`src/rtl/key_event_pkg.sv`:
```
`default_nettype none
// ============================================================================
//  Module      : key_event_pkg
//  Description : Shared types and helpers for the key event conditioner:
//                per-channel state encoding and the counter width helper.
//  Revision    : 1.0 - initial release
// ============================================================================
package key_event_pkg;

    localparam int STATE_W = 2;

    typedef enum logic [STATE_W-1:0] {
        IDLE       = 2'd0,
        PRESS_DB   = 2'd1,
        HELD       = 2'd2,
        RELEASE_DB = 2'd3
    } key_state_t;

    // Width of the shared per-channel counter: it never needs to hold more
    // than (largest terminal count - 1), so clog2 of the largest period is enough.
    function automatic int cnt_width(input int d, input int l, input int r);
        int m;
        m = d;
        if (l > m) m = l;
        if (r > m) m = r;
        return (m < 2) ? 1 : $clog2(m);
    endfunction

endpackage
`default_nettype wire

```
`src/rtl/key_event_chan.sv`:
```
`default_nettype none
// ============================================================================
//  Module      : key_event_chan
//  Description : One push-button channel: 2-FF synchroniser, polarity
//                normalisation, debounce/hold FSM with one shared counter,
//                registered level and single-cycle event strobes.
//                Auto-repeat is built only when KEY_EVENT_REPEAT_EN is defined.
//  Revision    : 1.0 - initial release
// ============================================================================
module key_event_chan
    import key_event_pkg::*;
#(
    parameter int KEY_ACTIVE_HIGH = 1,
    parameter int DEBOUNCE_CYCLES = 8192,
    parameter int LONG_CYCLES     = 50_000_000,
    parameter int REPEAT_CYCLES   = 10_000_000
) (
    input  logic clk_50m,
    input  logic rst_n,
    input  logic i_key,
    output logic o_level,
    output logic o_press,
    output logic o_release,
    output logic o_long,
    output logic o_repeat
);

    localparam int CNT_W = cnt_width(DEBOUNCE_CYCLES, LONG_CYCLES, REPEAT_CYCLES);

    // Pin level that means "not pressed"; the synchroniser resets to it so
    // that leaving reset never looks like a press.
    localparam logic c_RELEASED = (KEY_ACTIVE_HIGH != 0) ? 1'b0 : 1'b1;

    localparam logic [CNT_W-1:0] c_ONE       = CNT_W'(1);
    localparam logic [CNT_W-1:0] c_DB_LAST   = CNT_W'(DEBOUNCE_CYCLES - 1);
    localparam logic [CNT_W-1:0] c_LONG_LAST = CNT_W'(LONG_CYCLES - 1);
`ifdef KEY_EVENT_REPEAT_EN
    localparam logic [CNT_W-1:0] c_REP_LAST  = CNT_W'(REPEAT_CYCLES - 1);
`endif

    logic [1:0]       r_sync;
    logic             w_act;
    key_state_t       r_state;
    logic [CNT_W-1:0] r_cnt;
    logic             r_long_flag;
    logic             r_level;
    logic             r_press;
    logic             r_release;
    logic             r_long;
`ifdef KEY_EVENT_REPEAT_EN
    logic             r_repeat;
`endif

    // Two-stage synchroniser for the asynchronous key pin.
    always_ff @(posedge clk_50m or negedge rst_n) begin
        if (!rst_n) begin
            r_sync <= {2{c_RELEASED}};
        end else begin
            r_sync <= {r_sync[0], i_key};
        end
    end

    // Normalised activity: 1 whenever the synchronised pin reads "pressed".
    assign w_act = r_sync[1] ^ c_RELEASED;

    // Debounce / hold state machine with registered level and event strobes.
    always_ff @(posedge clk_50m or negedge rst_n) begin
        if (!rst_n) begin
            r_state     <= IDLE;
            r_cnt       <= '0;
            r_long_flag <= 1'b0;
            r_level     <= 1'b0;
            r_press     <= 1'b0;
            r_release   <= 1'b0;
            r_long      <= 1'b0;
`ifdef KEY_EVENT_REPEAT_EN
            r_repeat    <= 1'b0;
`endif
        end else begin
            r_press   <= 1'b0;
            r_release <= 1'b0;
            r_long    <= 1'b0;
`ifdef KEY_EVENT_REPEAT_EN
            r_repeat  <= 1'b0;
`endif
            case (r_state)
                IDLE: begin
                    if (w_act) begin
                        r_state <= PRESS_DB;
                        r_cnt   <= '0;
                    end
                end
                PRESS_DB: begin
                    if (!w_act) begin
                        r_state <= IDLE;
                    end else if (r_cnt == c_DB_LAST) begin
                        r_state <= HELD;
                        r_press <= 1'b1;
                        r_level <= 1'b1;
                        r_cnt   <= '0;
                    end else begin
                        r_cnt <= r_cnt + c_ONE;
                    end
                end
                HELD: begin
                    if (!w_act) begin
                        r_state <= RELEASE_DB;
                        r_cnt   <= '0;
                    end else if (!r_long_flag) begin
                        if (r_cnt == c_LONG_LAST) begin
                            r_long      <= 1'b1;
                            r_long_flag <= 1'b1;
                            r_cnt       <= '0;
                        end else begin
                            r_cnt <= r_cnt + c_ONE;
                        end
                    end
`ifdef KEY_EVENT_REPEAT_EN
                    else if (r_cnt == c_REP_LAST) begin
                        r_repeat <= 1'b1;
                        r_cnt    <= '0;
                    end else begin
                        r_cnt <= r_cnt + c_ONE;
                    end
`endif
                    // Without auto-repeat the counter simply holds once the
                    // long press has been reported.
                end
                RELEASE_DB: begin
                    if (w_act) begin
                        // Bounce back: long timing restarts, flag is kept.
                        r_state <= HELD;
                        r_cnt   <= '0;
                    end else if (r_cnt == c_DB_LAST) begin
                        r_state     <= IDLE;
                        r_release   <= 1'b1;
                        r_level     <= 1'b0;
                        r_long_flag <= 1'b0;
                        r_cnt       <= '0;
                    end else begin
                        r_cnt <= r_cnt + c_ONE;
                    end
                end
                default: begin
                    r_state <= IDLE;
                    r_cnt   <= '0;
                end
            endcase
        end
    end

    assign o_level   = r_level;
    assign o_press   = r_press;
    assign o_release = r_release;
    assign o_long    = r_long;
`ifdef KEY_EVENT_REPEAT_EN
    assign o_repeat  = r_repeat;
`else
    assign o_repeat  = 1'b0;
`endif

endmodule
`default_nettype wire

```
`src/rtl/key_event_detect.sv`:
```
`default_nettype none
// ============================================================================
//  Module      : key_event_detect
//  Description : Multi-channel push-button conditioner. Replicates one
//                key_event_chan per key; channels are fully independent.
//                Optional auto-repeat: define KEY_EVENT_REPEAT_EN.
//  Revision    : 1.0 - initial release
// ============================================================================
module key_event_detect #(
    parameter int N_KEYS          = 2,
    parameter int KEY_ACTIVE_HIGH = 1,
    parameter int DEBOUNCE_CYCLES = 8192,
    parameter int LONG_CYCLES     = 50_000_000,
    parameter int REPEAT_CYCLES   = 10_000_000
) (
    input  logic              clk_50m,
    input  logic              rst_n,
    input  logic [N_KEYS-1:0] key_in,
    output logic [N_KEYS-1:0] key_level,
    output logic [N_KEYS-1:0] key_press,
    output logic [N_KEYS-1:0] key_release,
    output logic [N_KEYS-1:0] key_long,
    output logic [N_KEYS-1:0] key_repeat
);

    // One independent conditioner per key pin.
    generate
        for (genvar gi = 0; gi < N_KEYS; gi++) begin : g_chan
            key_event_chan #(
                .KEY_ACTIVE_HIGH (KEY_ACTIVE_HIGH),
                .DEBOUNCE_CYCLES (DEBOUNCE_CYCLES),
                .LONG_CYCLES     (LONG_CYCLES),
                .REPEAT_CYCLES   (REPEAT_CYCLES)
            ) u_chan (
                .clk_50m   (clk_50m),
                .rst_n     (rst_n),
                .i_key     (key_in[gi]),
                .o_level   (key_level[gi]),
                .o_press   (key_press[gi]),
                .o_release (key_release[gi]),
                .o_long    (key_long[gi]),
                .o_repeat  (key_repeat[gi])
            );
        end
    endgenerate

endmodule
`default_nettype wire

```
`config.mk`:
```
export PLATFORM = sky130hd
export DESIGN_NAME = key_event_detect
export DESIGN_NICKNAME = d
export VERILOG_FILES = /design/src/rtl/key_event_pkg.sv /design/src/rtl/key_event_chan.sv /design/src/rtl/key_event_detect.sv
export SDC_FILE = /design/constraint.sdc
export NUM_CORES = 1
export LEC_CHECK = 0
export ABC_AREA = 1
export CELL_PAD_IN_SITES_DETAIL_PLACEMENT = 0
export CELL_PAD_IN_SITES_GLOBAL_PLACEMENT = 2
export CORE_MARGIN = 2
export CORE_UTILIZATION = 32
export DETAILED_ROUTE_END_ITERATION = 10
export PLACE_DENSITY_LB_ADDON = 0.1
export SYNTH_ARGS = -nofsm -noshare
export SYNTH_HDL_FRONTEND = slang
export SYNTH_SLANG_ARGS = --single-unit
```
`constraint.sdc`:
```
create_clock -name clk_50m -period 1.7 [get_ports clk_50m]
set_input_delay 0.34 -clock clk_50m [delete_from_list [all_inputs] [get_ports clk_50m]]
set_output_delay 0.34 -clock clk_50m [all_outputs]
set_load 0.03 [all_outputs]
```
==> impl_metrics.py, run 1 <==
metrics = {
    "run_status": {
        "run_status": "finished with violations",
        "failing_checks": "negative setup slack",
    },
    "critical_path": {
        "cell_count_of_the_worst_reg_to_reg_path": 11,
        "critical_path_class": "reg -> reg",
        "rr_endpoint": "g_chan[1].u_chan.r_cnt[17]",
        "cp_slowest_stage_delay_ns": 0.40,
        "path_max_fanout": 7,
        "cpMaxStageDelayCell": "sky130_fd_sc_hd__dfrtp_1",
        "rrSetupSlack_ns": -0.02,
        "worstPathRequired_ns": 1.94,
        "critPathCaptureType": "flop",
        "critical_path.top_delay_family": "simple AND/OR/NAND/NOR gates",
        "path_common_cell": "sky130_fd_sc_hd__nand2_2",
        "path_buf_inv": 3,
        "r2r_start": "g_chan[1].u_chan.r_cnt[1]",
        "critPathArrivalTime_ns": 1.96,
        "critPathLaunchType": "flop",
        "worstPathCellList": "ha_2 -> inv_2 -> nor2_4 -> nand2_2 -> nor2_1 -> nand3_1 -> nand2_2 -> nand3_4 -> buf_12 -> nand3b_1 -> inv_1",
    },
    "logic_synthesis": {
        "post_synth_xor_area_fraction_pct": 1.85,
        "netlist-cell-type-count": 38,
        "muxShareOfSynthArea_pct": 0,
        "yosysTopAreaCell": "sky130_fd_sc_hd__dfrtp_1",
        "post_synth_and_or_nand_nor_area_fraction_pct": 42.5,
        "ys_async_sr_fraction_pct": 100,
        "number_of_register_bits_inferred_by_synthesis": 70,
        "post_synthesis_instance_area_um2": 4720,
        "post_synth_fa_ha_maj_area_fraction_pct": 1.06,
        "synth-seq-area-share_pct": 37.1,
        "ys.warnings.count": 0,
        "number_of_synthesized_flops_with_an_enable_pin": 0,
        "synth_compound_area_share_pct": 4.64,
        "dominantRegCellSynth": "sky130_fd_sc_hd__dfrtp_1",
        "synth_cells": 686,
        "synth_top_family_by_area": "simple AND/OR/NAND/NOR gates",
        "syn_avg_cell_area_um2": 6.88,
        "biggest_area_contributors_in_the_synthesized_netlist": "sky130_fd_sc_hd__dfrtp_1 37%, sky130_fd_sc_hd__nand2_1 14%, sky130_fd_sc_hd__inv_1 8.6%",
        "proportion_of_netlist_area_held_by_the_largest_area_contributor_pct": 37.1,
    },
    "route": {
        "drc": 0,
        "detailroute.via_count": 4694,
        "first_iter_violations": 252,
        "total_routed_length_um": 14300,
        "antenna_left": 0,
        "drt_first_pass_iters": 4,
        "avgRoutedWirePerCell_um": 14.2,
        "vias_per_cell": 4.68,
    },
    "global_routing": {
        "grt_pass1_wl_um": 23300,
        "globalRouteTotalUtil_pct": 18.7,
        "grt_remaining_overflow": 0,
        "grt_start_max_net_pins": 30,
        "grt_pass1_vias": 4732,
        "initial_antenna_violation_count": 0,
    },
    "hold_path": {
        "timing.hold.worst_endpoint": "g_chan[0].u_chan.r_sync[1]",
        "worst_hold_path.num_cells": 0,
        "timing.hold.worst.start": "g_chan[0].u_chan.r_sync[0]",
        "timing.hold.worst.class": "reg -> reg",
    },
    "cts": {
        "clock-root-buffer": "sky130_fd_sc_hd__clkbuf_16",
        "clkSinkCount": 70,
        "cts_inserted_buffers": 9,
        "clockBufferDepth": 2,
        "path_clk_slew_ns": 0.07,
        "cts_tree": "yes",
        "h_tree_depth_reported_by_cts": 3,
        "clkLatencyLatePin_ns": 0.35,
    },
    "power_and_ir_drop": {
        "final_total_pwr_w": 0.00480,
        "vdd_ir_drop_max_mv": 0.456,
        "p_per_area_nw_per_um2": 727,
        "leakage_nw": 3.30,
    },
    "timing": {
        "rsz0062_at_grt": "true",
        "postLayoutSetupSlackWorst_ns": -0.0219,
        "timing_hold_violations_final": 0,
        "clock_skew_ns": 0.00892,
        "fin_setup_tns_ns": -0.0473,
        "timing.fmax_mhz": 581,
        "final.period_utilization_pct": 101,
        "finalCriticalPeriod_ns": 1.72,
        "slew_violations": 0,
        "setup_viol_count_final": 5,
    },
    "layout": {
        "final_cell_mix": "148 x sky130_fd_sc_hd__nand2_1, 119 x sky130_fd_sc_hd__buf_4, 91 x sky130_fd_sc_hd__inv_1",
        "sequential_cell_area_um2": 1760,
        "insertedDiodeCount": 0,
        "layout-drive-gt1-share_pct": 36.6,
        "layout.cells.most_common": "sky130_fd_sc_hd__nand2_1",
        "final.fill_count": 1485,
        "multi_input_comb_area_um2": 2750,
        "synthToLayoutAreaGrowth_pct": 39.6,
        "nets": 823,
    },
    "floorplanning": {
        "rows": 44,
        "ios": 14,
        "core_region_area_um2": 14500,
        "dieWidth_um": 125,
        "initial_utilization_pct": 32.6,
        "die_y_um": 125,
        "design.die.area_um2": 15700,
    },
    "place": {
        "gp_congestion": 0.859,
        "io_buffer_count": 11,
        "post-dp-hpwl_um": 10900,
    },
    "run": {
        "max_capacitance_violation_total": 0,
    },
}
==> Yosys cell counts (3+ instances only) <==
library cell / count
sky130_fd_sc_hd__inv_2: 8
sky130_fd_sc_hd__nand4_1: 24
sky130_fd_sc_hd__nand2_1: 177
sky130_fd_sc_hd__nand2_2: 14
sky130_fd_sc_hd__xor2_1: 9
sky130_fd_sc_hd__nor2_1: 84
sky130_fd_sc_hd__inv_1: 108
sky130_fd_sc_hd__o21ai_0: 16
sky130_fd_sc_hd__a21boi_0: 5
sky130_fd_sc_hd__nor3_1: 17
sky130_fd_sc_hd__nor2_2: 8
sky130_fd_sc_hd__a21oi_1: 6
sky130_fd_sc_hd__nand3_1: 71
sky130_fd_sc_hd__ha_1: 4
sky130_fd_sc_hd__buf_6: 5
sky130_fd_sc_hd__nor2_4: 5
sky130_fd_sc_hd__dfrtp_1: 70
sky130_fd_sc_hd__buf_4: 10
sky130_fd_sc_hd__buf_2: 6
sky130_fd_sc_hd__nand3b_1: 3
sky130_fd_sc_hd__nand3_2: 8
sky130_fd_sc_hd__o21bai_1: 4
==> worst max path at each step <==
| stage | endpoint | slack [ns] | start | cells past startpoint |
|---|---|---|---|---|
| 3_5_place_dp | g_chan[1].u_chan.r_cnt[21] | -0.12 | g_chan[1].u_chan.r_cnt[1] | 10 |
| 6_report | g_chan[1].u_chan.r_cnt[17] | -0.02 | g_chan[1].u_chan.r_cnt[1] | 11 |
| 2_1_floorplan | g_chan[1].u_chan.r_cnt[16] | 0.07 | g_chan[1].u_chan.r_cnt[0] | 11 |
| 3_3_place_gp | g_chan[0].u_chan.r_cnt[22] | -0.09 | g_chan[0].u_chan.r_cnt[1] | 9 |
| 5_1_grt | g_chan[1].u_chan.r_cnt[17] | -0.15 | g_chan[1].u_chan.r_cnt[1] | 11 |
| 4_1_cts | g_chan[1].u_chan.r_cnt[17] | -0.04 | g_chan[1].u_chan.r_cnt[0] | 10 |
==> routing by layer <==
metal,global-route usage [%],wire length [um],vias up
met4,6.21,294,0
met3,4.54,469,23
li1,-,-,2411
met2,33.4,7420,63
met1,21.8,6090,2197
met5,0,0,-
==> registers in the layout, indices dropped and copies added (netlist names), named ones only <==
name and cells:
g_chan.u_chan.o_long 2, g_chan.u_chan.r_long_flag 2, g_chan.u_chan.o_level 2, g_chan.u_chan.r_cnt 52
g_chan.u_chan.o_press 2, g_chan.u_chan.o_release 2, g_chan.u_chan.r_state 2, g_chan.u_chan.r_sync 4
==> power breakdown <==
group	switching, W	total (W)	internal, W
Combinational	0.000728	0.00113	0.000406
Sequential	0.0000633	0.00179	0.00173
Clock	0.000850	0.00187	0.00102
==> timing repair <==
action,CTS,global route
gates resized for setup,26,114
pin swaps,9,34
hold endpoints to repair,14,0
hold buffers,1,0
setup buffers,7,12
endpoints found under the setup margin,55,62
gates cloned,2,1
==> final cells by class <==
class | count | share of cell area, %
clock buffer | 9 | 3.42
timing repair buffer | 137 | 17.1
multi-input combinational | 481 | 41.7
sequential | 70 | 26.7
clock inverter | 7 | 0.930
inverter | 116 | 6.68
tap | 184 | 3.49
==> metrics by stage <==
stage	hold WS (ns)	utilization (%)	setup slack (ns)	area, um2	instances
2_1_floorplan	0.0444	-	0.0684	4730	687
3_3_place_gp	0.230	39.4	-0.0897	5700	965
3_5_place_dp	0.232	39.4	-0.125	5700	965
4_1_cts	0.355	42.6	-0.0365	6170	991
5_1_grt	0.376	45.5	-0.147	6590	1004
6_report	0.353	45.5	-0.0219	6590	1004
==> kinds of logic after synthesis <==
| logic type | Yosys count |
|---|---|
| adder cells (fa/ha/maj) | 4 |
| buffers and inverters | 138 |
| AND/OR/NAND/NOR | 426 |
| XOR/XNOR | 10 |
| other | 1 |
| AO/OA/AOI/OAI | 37 |
| flip-flops | 70 |
==> worst register-to-register path, delay by kind of cell (launching register included) <==
family / cells / cell delay, ns
AND/OR/NAND/NOR: 7 / 0.72
flip-flops: 1 / 0.40
buffers and inverters: 3 / 0.28
adder cells (fa/ha/maj): 1 / 0.21
(Power assumes the default switching activity.)
==> run 2, diff against run 1 <==
Settings changed: REMOVE_ABC_BUFFERS set to 1.
Clock period 1.7 ns to 1.4 ns, I/O delays scaled along.
==> run 2 against run 1 <==
  * The flow still finishes with violations (negative setup slack)
  * Final cell count increased by 10%
  * Worst setup slack got worse by 0.27 ns
  * Count of clock-buffer cells in the layout unchanged
  * Largest power group unchanged
  * Routed wire length increased by 8.0%
  * Register-to-register slack got worse by 0.27 ns
  * First-iteration DRC count decreased by 10%
  * Clock skew increased by 0.0031 ns
  * Critical endpoint unchanged
  * Total power increased by 32%
==> impl_metrics.py, run 2 (synthesis results as in run 1) <==
metrics = {
    "run_status": {
        "run_status": "finished with violations",
        "failing_checks": "negative setup slack",
    },
    "layout": {
        "layout.cells.most_common": "sky130_fd_sc_hd__buf_4",
        "regMostFlops": "g_chan.u_chan.r_cnt",
        "biggest_regs": "g_chan.u_chan.r_cnt x52, g_chan.u_chan.r_sync x4",
        "final_cell_mix": "208 x sky130_fd_sc_hd__buf_4, 144 x sky130_fd_sc_hd__nand2_1, 80 x sky130_fd_sc_hd__inv_1",
        "synthToLayoutAreaGrowth_pct": 64.9,
        "nets": 927,
        "share_of_the_core_filled_with_cells_pct": 53.8,
        "insertedDiodeCount": 0,
        "largest_reg_flops": 52,
        "layout-drive-gt1-share_pct": 50.2,
    },
    "place": {
        "gp_congestion": 0.905,
        "post-dp-hpwl_um": 11400,
        "io_buffer_count": 11,
    },
    "cts": {
        "cts_tree": "yes",
        "clockBufferDepth": 2,
        "clkLatencyLatePin_ns": 0.34,
        "clock-root-buffer": "sky130_fd_sc_hd__clkbuf_16",
        "h_tree_depth_reported_by_cts": 3,
        "cts_inserted_buffers": 9,
        "path_clk_slew_ns": 0.07,
        "clkSinkCount": 70,
    },
    "critical_path": {
        "cpMaxStageDelayCell": "sky130_fd_sc_hd__dfrtp_1",
        "rrSetupSlack_ns": -0.29,
        "rr_endpoint": "g_chan[1].u_chan.r_cnt[17]",
        "cp_slowest_stage_delay_ns": 0.41,
        "worstPathCellList": "nor2_2 -> nand4_1 -> nor2_2 -> nand3_2 -> nand2_4 -> nand3_4 -> buf_12 -> nand3b_1 -> inv_1",
        "critPathCaptureType": "flop",
        "critPathLaunchType": "flop",
        "r2r_start": "g_chan[1].u_chan.r_cnt[23]",
        "path_common_cell": "sky130_fd_sc_hd__nor2_2",
        "path_max_fanout": 5,
        "cell_count_of_the_worst_reg_to_reg_path": 9,
        "worstPathRequired_ns": 1.64,
        "critical_path_class": "reg -> reg",
        "critPathArrivalTime_ns": 1.93,
    },
    "timing": {
        "slew_violations": 0,
        "final.period_utilization_pct": 121,
        "rsz0062_at_grt": "true",
        "timing.fmax_mhz": 592,
        "fin_setup_tns_ns": -12.72,
        "timing_hold_violations_final": 0,
        "finalCriticalPeriod_ns": 1.69,
        "clock_skew_ns": 0.0120,
        "setup_viol_count_final": 63,
        "postLayoutSetupSlackWorst_ns": -0.288,
    },
    "global_routing": {
        "globalRouteTotalUtil_pct": 19.8,
        "grt_remaining_overflow": 0,
        "initial_antenna_violation_count": 0,
        "grt_pass1_vias": 5274,
        "grt_start_max_net_pins": 27,
        "grt_pass1_wl_um": 24800,
    },
    "floorplanning": {
        "initial_utilization_pct": 32.6,
        "die_y_um": 125,
        "dieWidth_um": 125,
        "ios": 14,
        "design.die.area_um2": 15700,
        "rows": 44,
        "core_region_area_um2": 14500,
    },
    "route": {
        "drc": 0,
        "avgRoutedWirePerCell_um": 13.9,
        "detailroute.via_count": 5153,
        "total_routed_length_um": 15400,
        "first_iter_violations": 226,
        "antenna_left": 0,
        "drt_first_pass_iters": 4,
        "vias_per_cell": 4.65,
    },
    "hold_path": {
        "timing.hold.worst.class": "reg -> reg",
        "timing.hold.worst_endpoint": "g_chan[1].u_chan.r_sync[1]",
        "worst_hold_path.num_cells": 0,
        "timing.hold.worst.start": "g_chan[1].u_chan.r_sync[0]",
    },
    "power_and_ir_drop": {
        "p_per_area_nw_per_um2": 813,
        "leakage_nw": 3.87,
        "vdd_ir_drop_max_mv": 0.654,
    },
    "run": {
        "max_capacitance_violation_total": 0,
    },
}
run 2: changes by cell type in the layout (fill, tap and decap cells not counted), moves of 7 or more:
cell	change
sky130_fd_sc_hd__buf_4	+89
sky130_fd_sc_hd__buf_6	+13
sky130_fd_sc_hd__inv_1	-11
sky130_fd_sc_hd__inv_2	+7
sky130_fd_sc_hd__nand2_4	+7
sky130_fd_sc_hd__nand3_1	-18
sky130_fd_sc_hd__nand3_2	+14
sky130_fd_sc_hd__nor2_1	-19
sky130_fd_sc_hd__nor2_2	+14
sky130_fd_sc_hd__o21ai_0	-9
run 2: area by class of cell:
cell class	instances	area (um2)
fill	1414	6690
multi-input combinational	481	3090
timing repair buffer	241	1970
sequential	70	1750
inverter	116	450
tap	184	230
clock buffer	9	225
clock inverter	7	73.8
run 2: how the worst max path moves through the flow:
| stage | start | endpoint | slack [ns] | depth (start not counted) |
|---|---|---|---|---|
| 5_1_grt | g_chan[1].u_chan.r_cnt[1] | g_chan[1].u_chan.r_cnt[23] | -0.38 | 10 |
| 3_5_place_dp | g_chan[1].u_chan.r_cnt[1] | g_chan[1].u_chan.r_long_flag | -0.38 | 9 |
| 6_report | g_chan[1].u_chan.r_cnt[23] | g_chan[1].u_chan.r_cnt[17] | -0.29 | 9 |
| 4_1_cts | g_chan[1].u_chan.r_cnt[0] | g_chan[1].u_chan.r_cnt[17] | -0.28 | 11 |
| 2_1_floorplan | g_chan[1].u_chan.r_cnt[0] | g_chan[1].u_chan.r_cnt[24] | -0.22 | 10 |
| 3_3_place_gp | g_chan[1].u_chan.r_cnt[6] | g_chan[1].u_chan.r_long_flag | -0.33 | 10 |
run 2: metal layers:
layer,wire length [um],track usage [%],vias to the layer above
li1,-,-,2620
met1,6320,21.9,2442
met2,8290,37.6,63
met3,404,3.81,28
met4,411,6.54,0
met5,0,0,-
run 2: what timing repair did:
item / 4_1_cts / 5_1_grt
pin swaps: 49 / 53
hold buffers: 1 / 0
resized for setup: 130 / 126
cloned: 3 / 0
buffers inserted: 19 / 16
endpoints found under the setup margin: 73 / 67
endpoints found under the hold margin: 18 / 0
run 2: critical path: cells and delay by family, from the launching register on:
| kind | cells | cell delay (ns) |
|---|---|---|
| simple gates | 7 | 0.95 |
| buf+inv | 2 | 0.23 |
| flops | 1 | 0.41 |
run 2: power breakdown:
| group | leakage, nW | internal [W] | switching [W] |
|---|---|---|---|
| Clock | 0.134 | 0.00138 | 0.000962 |
| Sequential | 0.957 | 0.00210 | 0.0000686 |
| Combinational | 2.78 | 0.000713 | 0.00111 |
| Total | 3.87 | 0.00420 | 0.00214 |
run 2: through the flow:
stage	instances	hold slack (ns)	power (W)	worst slack, ns	instance area (um2)
global placement	1058	0.197	0.00331	-0.327	6420
finish	1108	0.340	0.00633	-0.288	7790
detailed placement	1058	0.202	0.00333	-0.382	6420
floorplan	665	-0.0156	0.00277	-0.222	4560
CTS	1096	0.344	0.00611	-0.276	7280
global route	1108	0.361	0.00665	-0.378	7790
==> run 3, diff against run 2 <==
Settings changed: PLACE_DENSITY set to 0.77, PLACE_DENSITY_LB_ADDON 0.1 to unset.
==> run 3 against run 2 <==
  * Hold slack better by 0.010 ns
  * Worst setup slack better by 0.031 ns
  * Highest routed layer unchanged
  * Register-to-register slack better by 0.03 ns
  * The run still ends with negative setup slack left
  * Count of clock-buffer cells in the layout unchanged
==> impl_metrics.py, run 3 (synthesis results as in run 1) <==
metrics = {
    "hold_path": {
        "timing.hold.worst.class": "reg -> reg",
        "worst_hold_path.num_cells": 0,
    },
    "power_and_ir_drop": {
        "leakage_nw": 3.93,
        "vdd_ir_drop_max_mv": 0.877,
        "p_per_area_nw_per_um2": 814,
    },
    "place": {
        "gp_congestion": 0.935,
        "dpl_worst_slack_ns": -0.489,
        "placement.cell_area_um2": 6460,
        "io_buffer_count": 11,
        "post-dp-hpwl_um": 11300,
    },
    "critical_path": {
        "worstPathRequired_ns": 1.64,
        "path_max_fanout": 3,
        "critical_path_class": "reg -> reg",
        "path_buf_inv": 3,
        "critical_path.top_delay_family": "simple AND/OR/NAND/NOR gates",
        "cp_slowest_stage_delay_ns": 0.40,
        "critPathArrivalTime_ns": 1.89,
        "critPathLaunchType": "flop",
        "cpMaxStageDelayCell": "sky130_fd_sc_hd__dfrtp_1",
        "worstPathCellList": "nand2_2 -> inv_1 -> nand4_1 -> nor2_1 -> nand3_2 -> buf_6 -> nor2_4 -> buf_6 -> nand2_1 -> nand2_1 -> o21ai_1",
        "critPathCaptureType": "flop",
        "cell_count_of_the_worst_reg_to_reg_path": 11,
        "critical_path_cell_count": 11,
    },
    "timing": {
        "setup_viol_count_final": 64,
        "finalCriticalPeriod_ns": 1.66,
        "timing.fmax_mhz": 604,
        "postLayoutSetupSlackWorst_ns": -0.257,
        "clock_skew_ns": 0.00862,
        "rsz0062_at_grt": "true",
        "final.period_utilization_pct": 118,
        "timing_hold_violations_final": 0,
        "slew_violations": 0,
    },
    "layout": {
        "nets": 936,
        "layout-drive-gt1-share_pct": 50.1,
        "regMostFlops": "g_chan.u_chan.r_cnt",
        "finalInstanceArea_um2": 7800,
        "layout.cells.most_common": "sky130_fd_sc_hd__buf_4",
        "final.fill_count": 1371,
        "biggest_regs": "g_chan.u_chan.r_cnt x52, g_chan.u_chan.r_sync x4",
        "insertedDiodeCount": 0,
        "largest_reg_flops": 52,
        "sequential_cell_area_um2": 1750,
        "final_cell_mix": "219 x sky130_fd_sc_hd__buf_4, 139 x sky130_fd_sc_hd__nand2_1, 87 x sky130_fd_sc_hd__inv_1",
        "multi_input_comb_area_um2": 3080,
        "synthToLayoutAreaGrowth_pct": 65.3,
    },
    "route": {
        "first_iter_violations": 197,
        "drc": 0,
        "antenna_left": 0,
        "total_routed_length_um": 15700,
        "avgRoutedWirePerCell_um": 14.1,
        "vias_per_cell": 4.69,
        "drt_first_pass_iters": 4,
        "detailroute.via_count": 5235,
    },
    "cts": {
        "cts_tree": "yes",
        "clock-root-buffer": "sky130_fd_sc_hd__clkbuf_16",
        "path_clk_slew_ns": 0.06,
        "h_tree_depth_reported_by_cts": 3,
        "clkLatencyLatePin_ns": 0.35,
        "cts_inserted_buffers": 9,
        "clockBufferDepth": 2,
        "clkSinkCount": 70,
    },
    "global_routing": {
        "initial_antenna_violation_count": 0,
        "grt_pass1_vias": 5651,
        "globalRouteTotalUtil_pct": 20.7,
        "grt_remaining_overflow": 0,
        "grt_start_max_net_pins": 27,
        "grt_pass1_wl_um": 26300,
    },
    "floorplanning": {
        "die_y_um": 125,
        "rows": 44,
        "initial_utilization_pct": 32.6,
        "design.die.area_um2": 15700,
        "core_region_area_um2": 14500,
        "ios": 14,
        "dieWidth_um": 125,
    },
    "run_status": {
        "run_status": "finished with violations",
        "failing_checks": "negative setup slack",
    },
    "run": {
        "max_capacitance_violation_total": 0,
    },
}
[run 3: area by class of cell]
cell class | instances | share of cell area [%]
flip-flops and latches | 70 | 22.5
inverters | 116 | 5.77
well taps | 184 | 2.95
clock inverters | 7 | 1.04
repair buffers | 250 | 25.4
clock buffers | 9 | 2.89
multi-input cells | 481 | 39.5
[run 3: metal layers]
layer	GRT usage [%]	up-vias	wire (um)
met1	23.1	2501	6390
met2	39.0	64	8520
met5	0	-	0
li1	-	2637	-
met3	4.24	33	413
met4	6.99	0	420
[run 3: worst reg2reg max path, stage by stage, from the launching register on]
cell	delay, ns
sky130_fd_sc_hd__dfrtp_1	0.40
sky130_fd_sc_hd__nand2_2	0.11
sky130_fd_sc_hd__inv_1	0.10
sky130_fd_sc_hd__nand4_1	0.11
sky130_fd_sc_hd__nor2_1	0.15
sky130_fd_sc_hd__nand3_2	0.16
sky130_fd_sc_hd__buf_6	0.16
sky130_fd_sc_hd__nor2_4	0.09
sky130_fd_sc_hd__buf_6	0.12
sky130_fd_sc_hd__nand2_1	0.05
sky130_fd_sc_hd__nand2_1	0.06
sky130_fd_sc_hd__o21ai_1	0.06
[run 3: stage by stage]
step	hold slack, ns	TNS (ns)	total power, W	std cells	utilization (%)
after floorplan	-0.0156	-6.35	0.00277	665	-
after global routing	0.363	-19.44	0.00668	1117	53.9
after detailed placement	0.231	-18.57	0.00336	1066	44.6
after global placement	0.224	-16.72	0.00334	1066	44.6
after CTS	0.354	-12.27	0.00618	1103	51.4
final	0.350	-12.64	0.00635	1117	53.9
[run 3: repair_timing]
item                                    CTS  global route
hold buffers                              1             0
resized for setup                       168            83
gates cloned                              2             0
pin swaps                                53            54
endpoints found under the setup margin   73            68
setup buffers                            21            14
endpoints found under the hold margin    19             0
[run 3: worst paths after layout]
check | startpoint | to | slack (ns)
max | g_chan[1].u_chan.r_cnt[2] | g_chan[1].u_chan.o_level | -0.26
min | g_chan[1].u_chan.r_sync[0] | g_chan[1].u_chan.r_sync[1] | 0.35
max reg2reg | g_chan[1].u_chan.r_cnt[2] | g_chan[1].u_chan.o_level | -0.26
min reg2reg | g_chan[1].u_chan.r_sync[0] | g_chan[1].u_chan.r_sync[1] | 0.35
max in group asynchronous | rst_n | g_chan[0].u_chan.r_cnt[11] | 0.50
min in group asynchronous | rst_n | g_chan[1].u_chan.r_cnt[17] | 0.38
[run 3: power by group]
part / switching (W) / internal (W)
combinational: 0.00106 / 0.000687
sequential: 0.0000783 / 0.00210
clock: 0.00103 / 0.00140
total: 0.00216 / 0.00419
==> edit (settings of run 3) <==
Register the input `key_in` before use, without a reset. The logic sees it one clock later.
--- a/src/rtl/key_event_detect.sv
+++ b/src/rtl/key_event_detect.sv
@@ -25,2 +25,8 @@
 
+    logic [N_KEYS-1:0] key_q;
+
+    always_ff @(posedge clk_50m) begin
+        key_q <= key_in;
+    end
+
     // One independent conditioner per key pin.
@@ -36,3 +42,3 @@
                 .rst_n     (rst_n),
-                .i_key     (key_in[gi]),
+                .i_key     (key_q[gi]),
                 .o_level   (key_level[gi]),
Check against the original RTL: no difference found for any inputs over 10 cycles, from zero or initial values and one cycle with rst_n low; that may be too few to reach the edited logic, so the function may still have changed.
==> edit against run 3 <==
  * The run still ends with negative setup slack left
  * Synthesized area about the same
  * Critical path type unchanged
  * Routed wire length decreased by 9.0%
  * Clock power increased by 5%
  * Total power increased by 6.2%
  * Largest cell class unchanged
  * Worst setup slack got worse by 0.058 ns
  * Final cell count decreased by 5.3%
  * Critical endpoint is now g_chan[0].u_chan.r_cnt[14]
  * Sequential cell count increased by 2
  * Worst hold slack got worse by 0.022 ns
  * Final area decreased by 6.6%
==> edit: results (changes against run 3) <==
run status=finished, violations left; failing checks=negative setup slack; DR vias/cell=4.571 (-2.5%); Post-Synthesis Cells=670 (-2.3%); XOR/XNOR Fraction of Synth Area=0.03155 (+0.01300); crit path DAT=1.96 ns (+0.07 ns); R2R Setup Slk=-0.32 ns (-0.06 ns); vias in the first global route=5,013 (-11%); maximum net fanout on the critical path=5 (+2); VDD IR max=763.3 uV (-13%); worst slack at placement=-0.3345 ns (+0.1550 ns); area share of fa/ha/maj cells after synthesis=0.01060 (about the same); Cell Area, Placed=6116 um2 (-5.3%); top post-synthesis cells by area=dfrtp_1, nand2_1, inv_1; detailed-route wire length per cell=13.54 um (-4.0%); Final WS setup=-0.3150 ns (-0.05834 ns); met2 Use GR=0.3475 (-0.04261); nets@finish=877 (-6.3%); met3 usage=0.02353 (-0.01883); Final Setup Violations=64 (unchanged); complex-gate fraction of the synthesized area=0.03738 (-0.008989); ratio of cells with drive above 1 in the final layout=0.4577 (-0.04287); DR pass1 iterations=6 (+2); gp weighted congestion=0.8194 (-12%); sequential share of the synthesized area=0.3796 (+0.008680); FF-to-FF End=g_chan[0].u_chan.r_cnt[14]; Fillers=1,451 (+5.8%); setup tns final=-12.00 ns (+0.6420 ns); Synth async-reset ratio=0.9722 (-0.02778); P_leak=3.666 nW (-6.7%); HPWL after DPL=10.73 mm (-4.8%)
-- edit: cells by family after synthesis --
group,count (synthesis)
adders and majority gates,4
and+or+nand+nor,404
buffers and inverters,141
other,1
DFF,72
xor gates and xnor gates,17
AOI/OAI and AO/OA,31
-- edit: worst min path at each step --
stage,end,cells after the start,slack [ns],start
2_1_floorplan,async pin,0,-0.02,rst_n
3_3_place_gp,g_chan[1].u_chan.o_release,1,0.20,rst_n
3_5_place_dp,g_chan[1].u_chan.r_long_flag,1,0.21,rst_n
4_1_cts,g_chan[0].u_chan.r_sync[0],0,0.33,key_q[0]
5_1_grt,g_chan[0].u_chan.r_sync[0],0,0.33,key_q[0]
6_report,g_chan[0].u_chan.r_sync[0],0,0.33,key_q[0]
-- edit: final cells by class --
class,count,area [um2],area share
clock buffer,11,242.7,0.03329
timing repair buffer,205,1663,0.2281
inverter,123,473.0,0.06487
clock inverter,5,80.08,0.01098
tap,184,230.2,0.03158
multi-input combinational,458,2804,0.3846
sequential,72,1798,0.2466
-- edit: report_power, final --
group / total (W) / internal (W) / switching [W] / leakage (nW)
Clock: 0.00256 / 0.00161 / 0.000956 / 0.152
Combinational: 0.00190 / 0.000852 / 0.00105 / 2.55
Sequential: 0.00228 / 0.00218 / 0.0000982 / 0.966
Total: 0.00675 / 0.00464 / 0.00210 / 3.67
-- edit: worst max-delay path, stage by stage, from the launching register on --
cell and delay (ns):
dfrtp_1 0.41, ha_2 0.22, inv_2 0.05, nor2_4 0.08, nand3_2 0.09, nand3b_1 0.20
nand2_2 0.13, nand3_4 0.13, clkbuf_16 0.20, nand3_2 0.07, inv_1 0.04
-- edit: layer usage --
metal	part of all wire	wire length [um]	vias up
met3	0.016	236	29
met1	0.41	5899	2293
met5	0	0	-
met4	0.030	431	0
met2	0.54	7754	59
li1	-	-	2455
-- edit: metrics by stage --
step | hold WS (ns) | utilization
after floorplan | -0.01559 | -
after global placement | 0.2007 | 0.4224
after detailed placement | 0.2058 | 0.4224
after CTS | 0.3311 | 0.4735
after global routing | 0.3326 | 0.5035
final | 0.3282 | 0.5035
-- edit: what timing repair did --
| action | CTS | global route |
|---|---|---|
| buffers inserted | 21 | 15 |
| endpoints found under the setup margin | 72 | 68 |
| cloned | 0 | 1 |
| hold endpoints to repair | 20 | 0 |
| hold buffers | 1 | 0 |
| gates resized for setup | 91 | 106 |
| pin swaps | 29 | 47 |
